$ cat src/rtl/phy_pkg.sv
// Shared PHY link definitions used by both the transmit (phy_tx) and receive (phy_rx) ends.
package phy_pkg;
  localparam logic [7:0] PHY_COMMA          = 8'hBC;
  localparam int         PHY_SYNC_BYTES_DEF = 4;

  typedef enum logic {SYNC, ACTIVE} phy_tx_state_t;
endpackage

$ cat src/rtl/phy_tx_serial_if.sv
// Byte-side and serial-side signals of the two-lane PHY transmitter.
// PHY_TX_BYTE_CNT_EN adds the per-lane consumed-byte counters.
interface phy_tx_serial_if;
  logic [7:0] data_in_0, data_in_1;
  logic       valid_in_0, valid_in_1;
  logic       ready, active;
  logic       out_0, out_1;
`ifdef PHY_TX_BYTE_CNT_EN
  logic [15:0] tx_byte_cnt_0, tx_byte_cnt_1;

  modport master (output data_in_0, data_in_1, valid_in_0, valid_in_1,
                  input  ready, active, out_0, out_1, tx_byte_cnt_0, tx_byte_cnt_1);
  modport slave  (input  data_in_0, data_in_1, valid_in_0, valid_in_1,
                  output ready, active, out_0, out_1, tx_byte_cnt_0, tx_byte_cnt_1);
`else
  modport master (output data_in_0, data_in_1, valid_in_0, valid_in_1,
                  input  ready, active, out_0, out_1);
  modport slave  (input  data_in_0, data_in_1, valid_in_0, valid_in_1,
                  output ready, active, out_0, out_1);
`endif
endinterface

$ cat src/rtl/phy_tx_lane.sv
// One serial lane: byte/comma mux, MSB-first shift register and registered out bit.
// PHY_TX_BYTE_CNT_EN adds a saturating count of data bytes taken by this lane.
module phy_tx_lane
  import phy_pkg::*;
#(
  parameter logic [7:0] COMMA = PHY_COMMA
) (
  input  logic        clk_8f,
  input  logic        clr,
  input  logic        load,
  input  logic        send,
  input  logic [7:0]  data,
  output logic        out
`ifdef PHY_TX_BYTE_CNT_EN
  ,
  output logic [15:0] byte_cnt
`endif
);
  logic [7:0] shreg, byte_mux;

  assign byte_mux = send ? data : COMMA;

  // MSB leaves on the load edge itself so consecutive bytes have no gap.
  always_ff @(posedge clk_8f) begin
    if (clr) begin
      out   <= 1'b0;
      shreg <= '0;
    end else if (load) begin
      out   <= byte_mux[7];
      shreg <= {byte_mux[6:0], 1'b0};
    end else begin
      out   <= shreg[7];
      shreg <= {shreg[6:0], 1'b0};
    end
  end

`ifdef PHY_TX_BYTE_CNT_EN
  always_ff @(posedge clk_8f) begin
    if (clr)                                   byte_cnt <= '0;
    else if (load && send && byte_cnt != 16'hFFFF) byte_cnt <= byte_cnt + 16'd1;
  end
`endif
endmodule

$ cat src/rtl/phy_tx_serial.sv
// Two-lane parallel-to-serial PHY transmitter: BC preamble after (re)start, then data or BC fill.
// Build with PHY_TX_BYTE_CNT_EN to get per-lane consumed-byte counters.
module phy_tx_serial
  import phy_pkg::*;
#(
  parameter int         SYNC_BYTES = PHY_SYNC_BYTES_DEF,
  parameter logic [7:0] COMMA      = PHY_COMMA
) (
  input  logic            clk_8f,
  input  logic            reset_L,
  input  logic            enable,
  phy_tx_serial_if.slave  tx
);
  localparam int NUM_LANES = 2;

  phy_tx_state_t                 state;
  logic [2:0]                    cnt;
  logic [3:0]                    bc_cnt;
  logic                          run, clr, load, active_q;
  logic [NUM_LANES-1:0][7:0]     lane_data;
  logic [NUM_LANES-1:0]          lane_vld, lane_out;
`ifdef PHY_TX_BYTE_CNT_EN
  logic [NUM_LANES-1:0][15:0]    lane_cnt;
`endif

  assign run       = reset_L && enable;
  assign clr       = !run;
  assign load      = run && (cnt == 3'd7);
  assign lane_data = {tx.data_in_1, tx.data_in_0};
  assign lane_vld  = {tx.valid_in_1, tx.valid_in_0};

  assign tx.ready  = load && (state == ACTIVE);
  assign tx.active = active_q;
  assign tx.out_0  = lane_out[0];
  assign tx.out_1  = lane_out[1];
`ifdef PHY_TX_BYTE_CNT_EN
  assign tx.tx_byte_cnt_0 = lane_cnt[0];
  assign tx.tx_byte_cnt_1 = lane_cnt[1];
`endif

  // cnt parks at 7 while idle so the first enabled edge is a load edge.
  always_ff @(posedge clk_8f) begin
    if (!run) begin
      cnt      <= 3'd7;
      bc_cnt   <= '0;
      state    <= SYNC;
      active_q <= 1'b0;
    end else begin
      cnt <= cnt + 3'd1;
      if (load && state == SYNC) begin
        if (bc_cnt == 4'(SYNC_BYTES - 1)) begin
          state    <= ACTIVE;
          active_q <= 1'b1;
          bc_cnt   <= '0;
        end else begin
          bc_cnt <= bc_cnt + 4'd1;
        end
      end
    end
  end

  for (genvar i = 0; i < NUM_LANES; i++) begin : g_lane
    phy_tx_lane #(.COMMA(COMMA)) u_lane (
      .clk_8f   (clk_8f),
      .clr      (clr),
      .load     (load),
      .send     ((state == ACTIVE) && lane_vld[i]),
      .data     (lane_data[i]),
      .out      (lane_out[i])
`ifdef PHY_TX_BYTE_CNT_EN
      ,
      .byte_cnt (lane_cnt[i])
`endif
    );
  end
endmodule

$ cat src/flat_wrapper.sv
// flat-port wrapper written by rule: the top's interface ports become plain ports
module phy_tx_serial_flat import phy_pkg::*;
#(
  parameter int         SYNC_BYTES = PHY_SYNC_BYTES_DEF,
  parameter logic [7:0] COMMA      = PHY_COMMA
)
  (clk_8f, reset_L, enable, tx_data_in_0, tx_data_in_1, tx_valid_in_0, tx_valid_in_1, tx_ready, tx_active, tx_out_0, tx_out_1);
  phy_tx_serial_if tx_i ();
  input  logic clk_8f;
  input  logic reset_L;
  input  logic enable;
  input wire logic [$bits(tx_i.data_in_0)-1:0] tx_data_in_0;
  input wire logic [$bits(tx_i.data_in_1)-1:0] tx_data_in_1;
  input wire logic [$bits(tx_i.valid_in_0)-1:0] tx_valid_in_0;
  input wire logic [$bits(tx_i.valid_in_1)-1:0] tx_valid_in_1;
  output wire logic [$bits(tx_i.ready)-1:0] tx_ready;
  output wire logic [$bits(tx_i.active)-1:0] tx_active;
  output wire logic [$bits(tx_i.out_0)-1:0] tx_out_0;
  output wire logic [$bits(tx_i.out_1)-1:0] tx_out_1;
  assign tx_i.data_in_0 = tx_data_in_0;
  assign tx_i.data_in_1 = tx_data_in_1;
  assign tx_i.valid_in_0 = tx_valid_in_0;
  assign tx_i.valid_in_1 = tx_valid_in_1;
  assign tx_ready = tx_i.ready;
  assign tx_active = tx_i.active;
  assign tx_out_0 = tx_i.out_0;
  assign tx_out_1 = tx_i.out_1;
  phy_tx_serial #(.SYNC_BYTES(SYNC_BYTES), .COMMA(COMMA)) u_core (.clk_8f(clk_8f), .reset_L(reset_L), .enable(enable), .tx(tx_i));
endmodule
$ cat config.mk
export PLATFORM = sky130hd
export DESIGN_NAME = phy_tx_serial_flat
export DESIGN_NICKNAME = d
export VERILOG_FILES = /design/src/rtl/phy_pkg.sv /design/src/rtl/phy_tx_serial_if.sv /design/src/rtl/phy_tx_lane.sv /design/src/rtl/phy_tx_serial.sv /design/src/flat_wrapper.sv
export SDC_FILE = /design/constraint.sdc
export NUM_CORES = 1
export LEC_CHECK = 0
export CORE_MARGIN = 3
export CORE_UTILIZATION = 47
export DETAILED_ROUTE_END_ITERATION = 12
export PLACE_DENSITY = 0.76
export SETUP_SLACK_MARGIN = 0.15
export SKIP_CTS_REPAIR_TIMING = 1
export SLEW_MARGIN = 40
export SYNTH_ARGS = -nofsm -noshare
export SYNTH_HDL_FRONTEND = slang
export SYNTH_HIERARCHICAL = 1
export SYNTH_SLANG_ARGS = --single-unit
$ cat constraint.sdc
create_clock -name clk_8f -period 1.85 [get_ports clk_8f]
set_input_delay 0.37 -clock clk_8f [delete_from_list [all_inputs] [get_ports clk_8f]]
set_output_delay 0.37 -clock clk_8f [all_outputs]
set_load 0.01 [all_outputs]
==> impl_metrics.env <==
export IMPL_placed_cell_area_um2=1290
export IMPL_antenna_found_initial=0
export IMPL_p_leak_uw=0.000521
export IMPL_cts_sinks=24
export IMPL_met2_usage_pct=28.1
export IMPL_gp_congestion=0.678
export IMPL_post_synth_top_area_fraction_pct=46.7
export IMPL_finalPower_uw=951
export IMPL_finalHoldViolCount=0
export IMPL_min_path_type="register to register"
export IMPL_setup_viol=0
export IMPL_grt_pass1_wl_um=3220
export IMPL_drv_cap=0
export IMPL_drc=0
export IMPL_nets=154
export IMPL_crit_type="register to primary output"
export IMPL_clock_path_buffers=2
export IMPL_fp_dieH_um=52.8
export IMPL_rsz0062_at_grt="true"
export IMPL_antenna_left=0
export IMPL_io_buffers=24
export IMPL_drtIter0Drc=6
export IMPL_grt_pass1_vias=762
export IMPL_netlist_top_cells_count="dfxtp_1 (24), inv_1 (12), nor2_1 (12)"
export IMPL_syn2layout_area_growth_pct=32.6
export IMPL_fin_crit_sh_pct=95.8
export IMPL_critPathRequiredTime_ns=1.48
export IMPL_hpwl_um=1340
export IMPL_clkTransAtPathRegs_ns=0.12
export IMPL_cp_start_kind="register"
export IMPL_fp_row_count=16
export IMPL_cp_max_fo=2
export IMPL_yosysTopAreaCell="dfxtp_1"
export IMPL_grt_use_met1_pct=17.9
export IMPL_slew_viol_final=0
export IMPL_die_area_um2=2790
export IMPL_synthCells=103
export IMPL_yosysSeqAreaShare_pct=46.7
export IMPL_htreeDepth=1
export IMPL_grt_busiest_layer="met2"
export IMPL_start_util_pct=50.9
export IMPL_syn_area_um2=1030
export IMPL_avgSynthCellArea_um2=10.0
export IMPL_synth_async_reset_ratio_pct=0
export IMPL_yosys_most_used_dff="dfxtp_1"
export IMPL_gr_total_overflow=0
export IMPL_final_area_um2=1370
export IMPL_ys_types=23
export IMPL_wl_per_cell_um=12.4
export IMPL_drive_gt1_share_pct=24.8
export IMPL_grt_max_degree=31
export IMPL_status="finished, final reports clean"
export IMPL_cp_arrival_ns=1.40
export IMPL_grt_util_met3_pct=2.85
export IMPL_dr_total_vias=797
export IMPL_numCtsBuffers=3
export IMPL_fin_worst_skew_ns=0.00774
export IMPL_ios=25
export IMPL_synth_nets=127
export IMPL_first_pass_iters=4
export IMPL_period_needed_ns=1.77
export IMPL_yosys_warnings=6
export IMPL_worst_slew_pin_slew_ns=0.322
export IMPL_antenna_cells=0
export IMPL_max_freq_mhz=565
export IMPL_grt_usage_pct=15.8
export IMPL_peakVddDrop_mv=0.510
export IMPL_relSlewSlack_pct=78.5
export IMPL_synth_edf_count=0
export IMPL_cts_tree="built"
export IMPL_cts_root_buf="clkbuf_4"
export IMPL_ys_ff_latch=24
export IMPL_end_kind="primary output"
export IMPL_core_um2=2020
export IMPL_via_per_inst=5.11
export IMPL_synth_most_common_cell="dfxtp_1"
export IMPL_worstSkewPairLatency_ns=0.31
export IMPL_powerDensity_nw_per_um2=696
export IMPL_wl_um=1940
export IMPL_synthTopCellsByArea="dfxtp_1 (47%), a311oi_2 (12%), inv_1 (4.4%)"
export IMPL_die_x_um=52.8
==> metrics by stage <==
step           hold WS [ns]  setup TNS, ns  setup WS (ns)  utilization, %  instances
2_1_floorplan         0.362              0          0.247               -        103
3_3_place_gp          0.370         -0.166         -0.166            63.9        152
3_5_place_dp          0.380         -0.196         -0.196            63.9        152
4_1_cts               0.411         -0.407         -0.407            65.7        156
5_1_grt               0.447              0         0.0242            67.5        156
6_report              0.423              0         0.0786            67.5        156
==> path summary, 6_finish.rpt <==
kind                            cells past startpoint     startpoint                          end  slack, ns
worst min register to register                      1  u_core/cnt[0]                u_core/cnt[0]       0.42
worst max-delay path                                5  u_core/cnt[1]                     tx_ready       0.08
worst max register to register                      6  u_core/cnt[1]  u_core/g_lane[0].u_lane/out       0.29
worst min-delay path                                1  u_core/cnt[0]                u_core/cnt[0]       0.42
==> cell families (layout without fill, tap and decap cells) <==
family                   Yosys count  count (layout)  share of synthesized area [%]
AO/OA/AOI/OAI                     20              20                           18.2
adder cells (fa/ha/maj)            3               3                           3.65
buffers and inverters             18              44                           8.51
flip-flops                        24              24                           46.7
multiplexers                       1               1                          0.972
AND/OR/NAND/NOR                   37              37                           22.0
==> where the power goes <==
| group | internal (µW) | switching, µW | leakage [µW] |
|---|---|---|---|
| Clock | 120 | 154 | 0.0000210 |
| Combinational | 80.1 | 58.9 | 0.000306 |
| Sequential | 530 | 7.70 | 0.000195 |
| Total | 730 | 220 | 0.000521 |
==> state kept, by name, indices dropped and copies added, names as in the netlist <==
| register | flops |
|---|---|
| u_core/bc_cnt | 4 |
| u_core/g_lane.u_lane/shreg | 14 |
| u_core/tx.active | 1 |
| u_core/g_lane.u_lane/out | 2 |
| u_core/cnt | 3 |
==> critical path, stage by stage (launching register included) <==
cell and delay, ns:
dfxtp_1 0.35, ha_4 0.16, ha_4 0.15, and3_4 0.17
and2_4 0.15, buf_6 0.11
==> layer usage <==
metal,routed length (µm),vias up
li1,-,403
met1,814,373
met2,1010,19
met3,98,2
met4,14,0
met5,0,-
==> cells in the final DEF, fill, tap and decap left out, types with 2 or more instances in the layout <==
cell | Yosys | layout
dfxtp_1 | 24 | 22
or3_2 | 2 | 2
nand2_1 | 2 | 2
ha_4 | 0 | 2
a311oi_2 | 8 | 8
clkdlybuf4s50_1 | 0 | 22
o21ai_0 | 2 | 2
dfxtp_2 | 0 | 2
nand3_1 | 5 | 5
buf_4 | 0 | 4
nand2b_2 | 4 | 4
nor2_1 | 12 | 12
and2_2 | 3 | 2
inv_1 | 12 | 12
a21oi_1 | 8 | 8
a311oi_1 | 2 | 2
nand2b_1 | 2 | 2
clkbuf_4 | 0 | 3
and4b_1 | 2 | 2
==> final cells by class <==
class / instances / area, µm²
sequential: 24 / 483
fill: 157 / 657
multi-input combinational: 61 / 493
timing repair buffer: 28 / 274
inverter: 12 / 45.0
clock buffer: 4 / 36.3
tap: 27 / 33.8
Note: power is estimated with default switching activity, not from simulation.
